--- src/rtl/pcpu_mem_pkg.sv ---
// Shared definitions for the memory arbiter slice: state encoding,
// default bus widths and the data returned on a watchdog abort.
package pcpu_mem_pkg;

  localparam int unsigned DEFAULT_ADDR_W = 16;
  localparam int unsigned DEFAULT_DATA_W = 16;

  // Wide enough for any supported DATA_W; users take the low DATA_W bits.
  localparam logic [63:0] ABORT_DATA = '1;

  typedef enum logic [2:0] {
    IDLE   = 3'd0,
    FETCH  = 3'd1,
    D_RD   = 3'd2,
    D_WR   = 3'd3,
    D_HOLD = 3'd4
  } arb_state_e;

endpackage

--- src/rtl/bus_watchdog.sv ---
// Saturating cycle counter that flags a bus transaction left unacknowledged
// for TIMEOUT_CYCLES cycles. TIMEOUT_CYCLES = 0 disables the timeout.
module bus_watchdog #(
  parameter int unsigned TIMEOUT_CYCLES = 255
) (
  input  logic clk,
  input  logic rst,
  input  logic clear,
  input  logic enable,
  output logic timeout
);

  localparam int unsigned CW = (TIMEOUT_CYCLES == 0) ? 1 : $clog2(TIMEOUT_CYCLES + 1);
  localparam logic [CW-1:0] LAST = CW'(TIMEOUT_CYCLES - 1);

  logic [CW-1:0] count;

  // Count waiting cycles; clear on a new transaction, saturate at all-ones.
  always_ff @(posedge clk) begin
    if (rst || clear) begin
      count <= '0;
    end else if (enable && (count != '1)) begin
      count <= count + CW'(1);
    end
  end

  // Fires during the TIMEOUT_CYCLES-th waiting cycle so the abort lands on
  // the following edge; an ack in that cycle deasserts enable and wins.
  always_comb begin
    timeout = (TIMEOUT_CYCLES != 0) && enable && (count == LAST);
  end

endmodule

--- src/rtl/mem_arbiter.sv ---
// Shares one external memory bus between instruction fetch and the core's
// data port using fixed priority (write > read > fetch) and a req/ack
// handshake, with a watchdog that aborts unacknowledged transactions.
module mem_arbiter
  import pcpu_mem_pkg::*;
#(
  parameter int unsigned ADDR_W         = DEFAULT_ADDR_W,
  parameter int unsigned DATA_W         = DEFAULT_DATA_W,
  parameter int unsigned TIMEOUT_CYCLES = 255
) (
  input  logic              clk,
  input  logic              rst,
  input  logic              d_read,
  input  logic              d_write,
  input  logic [ADDR_W-1:0] d_addr,
  input  logic [DATA_W-1:0] d_wdata,
  input  logic              d_read_done,
  output logic              d_busy,
  output logic              d_ready,
  output logic [DATA_W-1:0] d_rdata,
  input  logic              f_req,
  input  logic [ADDR_W-1:0] f_addr,
  output logic              f_ack,
  output logic [DATA_W-1:0] f_rdata,
  output logic              m_req,
  output logic              m_we,
  output logic [ADDR_W-1:0] m_addr,
  output logic [DATA_W-1:0] m_wdata,
  input  logic              m_ack,
  input  logic [DATA_W-1:0] m_rdata,
  output logic              bus_err
);

  arb_state_e state, state_next;
  logic       fetch_ok;
  logic       start;
  logic       wd_timeout;

  // f_req is still high in the f_ack cycle (fetch unit drops it on seeing
  // f_ack), so it is masked there to avoid issuing a duplicate fetch.
  always_comb begin
    fetch_ok = f_req && !f_ack;
    start    = (state == IDLE) && (d_write || d_read || fetch_ok);
  end

  bus_watchdog #(
    .TIMEOUT_CYCLES(TIMEOUT_CYCLES)
  ) u_watchdog (
    .clk    (clk),
    .rst    (rst),
    .clear  (start),
    .enable (m_req && !m_ack),
    .timeout(wd_timeout)
  );

  // State register.
  always_ff @(posedge clk) begin
    if (rst) begin
      state <= IDLE;
    end else begin
      state <= state_next;
    end
  end

  // Next-state arbitration and handshake sequencing.
  always_comb begin
    state_next = state;
    case (state)
      IDLE: begin
        if (d_write)       state_next = D_WR;
        else if (d_read)   state_next = D_RD;
        else if (fetch_ok) state_next = FETCH;
      end
      FETCH:   if (m_ack || wd_timeout) state_next = IDLE;
      D_RD:    if (m_ack || wd_timeout) state_next = D_HOLD;
      D_WR:    if (m_ack || wd_timeout) state_next = IDLE;
      D_HOLD:  if (d_read_done)         state_next = IDLE;
      default: state_next = IDLE;
    endcase
  end

  // Handshake outputs decoded from the state register.
  always_comb begin
    m_req   = (state == FETCH) || (state == D_RD) || (state == D_WR);
    m_we    = (state == D_WR);
    d_busy  = m_req;
    d_ready = (state == D_HOLD);
  end

  // Address/data latches, read-data capture and one-cycle pulses.
  always_ff @(posedge clk) begin
    if (rst) begin
      m_addr  <= '0;
      m_wdata <= '0;
      d_rdata <= '0;
      f_rdata <= '0;
      f_ack   <= 1'b0;
      bus_err <= 1'b0;
    end else begin
      f_ack   <= 1'b0;
      bus_err <= 1'b0;
      case (state)
        IDLE: begin
          if (d_write) begin
            m_addr  <= d_addr;
            m_wdata <= d_wdata;
          end else if (d_read) begin
            m_addr <= d_addr;
          end else if (fetch_ok) begin
            m_addr <= f_addr;
          end
        end
        FETCH: begin
          if (m_ack) begin
            f_rdata <= m_rdata;
            f_ack   <= 1'b1;
          end else if (wd_timeout) begin
            f_rdata <= ABORT_DATA[DATA_W-1:0];
            f_ack   <= 1'b1;
            bus_err <= 1'b1;
          end
        end
        D_RD: begin
          if (m_ack) begin
            d_rdata <= m_rdata;
          end else if (wd_timeout) begin
            d_rdata <= ABORT_DATA[DATA_W-1:0];
            bus_err <= 1'b1;
          end
        end
        D_WR: begin
          if (!m_ack && wd_timeout) bus_err <= 1'b1;
        end
        default: ;
      endcase
    end
  end

endmodule

--- config.mk ---
export PLATFORM = sky130hd
export DESIGN_NAME = mem_arbiter
export DESIGN_NICKNAME = d
export VERILOG_FILES = /design/src/rtl/pcpu_mem_pkg.sv /design/src/rtl/bus_watchdog.sv /design/src/rtl/mem_arbiter.sv
export SDC_FILE = /design/constraint.sdc
export NUM_CORES = 1
export LEC_CHECK = 0
export ABC_CLOCK_PERIOD_IN_PS = 2470
export BUFFER_PORTS_ARGS = -buffer_cell sky130_fd_sc_hd__buf_2
export CORE_UTILIZATION = 44
export CTS_CLUSTER_DIAMETER = 30
export CTS_CLUSTER_SIZE = 28
export DETAILED_ROUTE_END_ITERATION = 10
export PLACE_DENSITY = 0.76
export SETUP_SLACK_MARGIN = 0.2
export SYNTH_ARGS = -nofsm -noshare
export SYNTH_HDL_FRONTEND = slang
export SYNTH_HIERARCHICAL = 1
export SYNTH_SLANG_ARGS = --single-unit
--- constraint.sdc ---
create_clock -name clk -period 2.47 [get_ports clk]
set_input_delay 0.247 -clock clk [delete_from_list [all_inputs] [get_ports clk]]
set_output_delay 0.247 -clock clk [all_outputs]
set_load 0.01 [all_outputs]
==> results.py <==
metrics = {
    "run_status": {
        "run_status": "finished clean",
    },
    "worst_setup_path": {
        "arrival_ns": 2.30,
        "worstSetupStartpointType": "register",
        "cp_num_cells": 6,
        "critPathSlowestCell": "dfxtp_1",
        "cp_top_family": "simple AND/OR/NAND/NOR gates",
        "crit_chain": "nand4_1, nor3_1, or2_1, buf_6, a21oi_1, a311oi_1",
        "cp-end-kind": "register",
        "cpPeakStageDelay_ns": 0.46,
        "cp_max_fo": 33,
        "critPathRequiredTime_ns": 2.71,
        "rr_worst_depth": 6,
        "crit_type": "register to register",
        "cp_num_buf_inv": 1,
    },
    "global_route": {
        "track_usage_pct": 22.5,
        "antenna_found_initial": 0,
        "overflow": 0,
        "grt_pass1_vias": 3369,
        "grt_max_degree": 35,
        "grt_pass1_wl_mm": 15.4,
    },
    "yosys": {
        "synthTopCellsByArea": "dfxtp_1 (43%), a21oi_1 (7.1%), nand2_1 (4.3%)",
        "yosys.area.top_type_share_pct": 43.0,
        "async_flop_share_pct": 0,
        "yosysMostFrequentCell": "dfxtp_1",
        "synth_cells": 416,
        "yosys.area.top_type": "dfxtp_1",
        "yosys-mux-area-fraction_pct": 0.839,
        "syn_area_um2": 3580,
        "ys_seq_area_share_pct": 43.0,
        "synth_fa_ha_area_share_pct": 0.699,
        "yosys_register_bits": 77,
        "syn-num-nets": 489,
        "synth_simple_gate_area_share_pct": 19.0,
        "synth_top_family_by_area": "compound AO/OA/AOI/OAI gates",
        "synth_flop_cell": "dfxtp_1",
        "synth_xor_area_share_pct": 0,
        "synth-warning-count": 6,
        "synthDistinctLibCells": 46,
        "synth_edf_count": 0,
        "synthTopCellsByCount": "dfxtp_1 (77), a21oi_1 (51), nand2_1 (41)",
        "synth_compound_area_share_pct": 27.2,
        "avgSynthCellArea_um2": 8.61,
    },
    "drt": {
        "antenna_left": 0,
        "wl_per_cell_um": 14.5,
        "drc": 0,
        "drtPass1Iterations": 4,
        "routed_via_density": 5.35,
        "vias": 3472,
        "wl_mm": 9.41,
        "drt_iter0_markers": 151,
    },
    "timing": {
        "min_period_over_period_pct": 83.2,
        "fin_skew_ns": 0.0165,
        "rsz0062_at_grt": "false",
        "period_minus_slack_ns": 2.05,
        "final.setup.tns_ns": 0,
        "hold_viol": 0,
        "relSlewSlack_pct": 51.1,
        "report.final.slew_viol_count": 0,
        "tightest_slew_ns": 0.730,
        "fmax_ghz": 0.487,
        "setup_viol_count_final": 0,
    },
    "pwr": {
        "power_mw": 3.03,
        "cellLeakagePower_nw": 1.97,
        "p_per_area_nw_per_um2": 669,
        "ir_worst_vdd_uv": 333,
    },
    "floorplan": {
        "row_count": 32,
        "initial_core_util_pct": 45.9,
        "die_area_um2": 8500,
        "die_x_um": 92.2,
        "io_pins": 141,
        "die_y_um": 92.2,
        "placeableCoreArea_um2": 7810,
    },
    "worst_hold_path": {
        "hold_class": "input port to register",
        "hold_depth": 3,
    },
    "clock_network": {
        "cts_made_buffers": 9,
        "path_clk_slew_ns": 0.09,
        "clock-root-buffer": "clkbuf_8",
        "clock-sinks": 77,
        "clock_tree.buffer_depth": 2,
        "cts_max_level": 3,
        "cts_tree": "yes",
        "worst_skew_pair.late_latency_ns": 0.35,
        "post_cts_buffers": 0,
    },
    "finish": {
        "finalNetCount": 615,
        "area_growth_pct": 26.6,
        "multi_input_area_um2": 1720,
        "antenna-diode-count": 0,
        "regArea_um2": 1540,
        "drive_gt1_share_pct": 36.2,
        "fillers": 725,
    },
    "flow_run": {
        "drv_cap": 0,
    },
    "place": {
        "portBuffers": 140,
        "dp_hpwl_mm": 6.77,
        "gp_congestion": 0.829,
    },
}
## cell usage in the layout (no fill, tap or decap), types with 3 or more instances in the layout
cell type / count
o21a_1: 16
inv_1: 36
buf_4: 15
clkbuf_8: 9
nor3b_1: 17
nor2_1: 21
a211oi_2: 9
a2111oi_2: 4
nor3_1: 18
a21oi_1: 51
or3_1: 3
mux2i_1: 3
o21ai_0: 3
dfxtp_1: 77
a2111oi_1: 5
a2111oi_0: 7
a211oi_1: 13
a311oi_1: 16
nand2_1: 41
buf_2: 140
## sequential cells by signal (all words and copies together), names as in the netlist
signal / count
f_ack: 1
bus_err: 1
m_wdata: 16
state: 3
m_addr: 16
f_rdata: 16
d_rdata: 16
u_watchdog/count: 8
## worst paths after layout
check,start,endpoint,slack (ns)
hold reg to reg,m_wdata[9]$_SDFFE_PP0P_,m_wdata[9]$_SDFFE_PP0P_,0.46
setup reg to reg,u_watchdog/count[4]$_SDFFE_PP0P_,f_rdata[6]$_SDFFE_PP0P_,0.42
hold / removal,d_wdata[14],m_wdata[14]$_SDFFE_PP0P_,0.13
setup / recovery,u_watchdog/count[4]$_SDFFE_PP0P_,f_rdata[6]$_SDFFE_PP0P_,0.42
## worst register-to-register path: stages, from the launching register on
cell and delay (ns):
dfxtp_1 0.46, nand4_1 0.26, nor3_1 0.41, or2_1 0.18, buf_6 0.25, a21oi_1 0.13, a311oi_1 0.27
## repair_timing
item | 4_1_cts | 5_1_grt
resized for setup | 0 | 2
hold buffers | 0 | 0
setup endpoints to repair | 0 | 12
## per-layer routing
| layer | wire length [µm] | GRT usage (%) | vias to the layer above |
|---|---|---|---|
| met5 | 0 | 0 | - |
| met4 | 248 | 11.3 | 0 |
| met3 | 606 | 4.73 | 21 |
| met2 | 4450 | 37.5 | 128 |
| met1 | 4100 | 27.5 | 1591 |
| li1 | - | - | 1732 |
## final cells by class
class | instances | area share (%)
flip-flops and latches | 77 | 34.0
multi-input cells | 261 | 37.9
repair buffers | 156 | 18.2
inverters | 37 | 3.06
clock buffers | 9 | 2.73
clock inverters | 7 | 1.27
well taps | 102 | 2.81
## power breakdown
part	total [mW]	internal [mW]	switching (mW)
registers	1.42	1.36	0.0593
logic	0.734	0.306	0.427
clock network	0.883	0.379	0.504
## cells by family after synthesis
family	after synthesis
buffers and inverters	78
adder cells (fa/ha/maj)	2
flip-flops	77
AND/OR/NAND/NOR	126
AO/OA/AOI/OAI	130
multiplexers	3
## per-stage QoR
| step | instance area (µm²) | setup WS (ns) | hold slack [ns] | util (%) | cells |
|---|---|---|---|---|---|
| after global routing | 4530 | 0.241 | 0.124 | 58.1 | 649 |
| after detailed placement | 4350 | 0.403 | 0.444 | 55.7 | 633 |
| after CTS | 4530 | 0.381 | 0.115 | 58.0 | 649 |
| after global placement | 4350 | 0.476 | 0.439 | 55.7 | 633 |
| after floorplan | 3590 | 0.221 | 0.383 | - | 416 |
| final | 4530 | 0.415 | 0.132 | 58.1 | 649 |
Note: power is estimated with default switching activity, not from simulation.
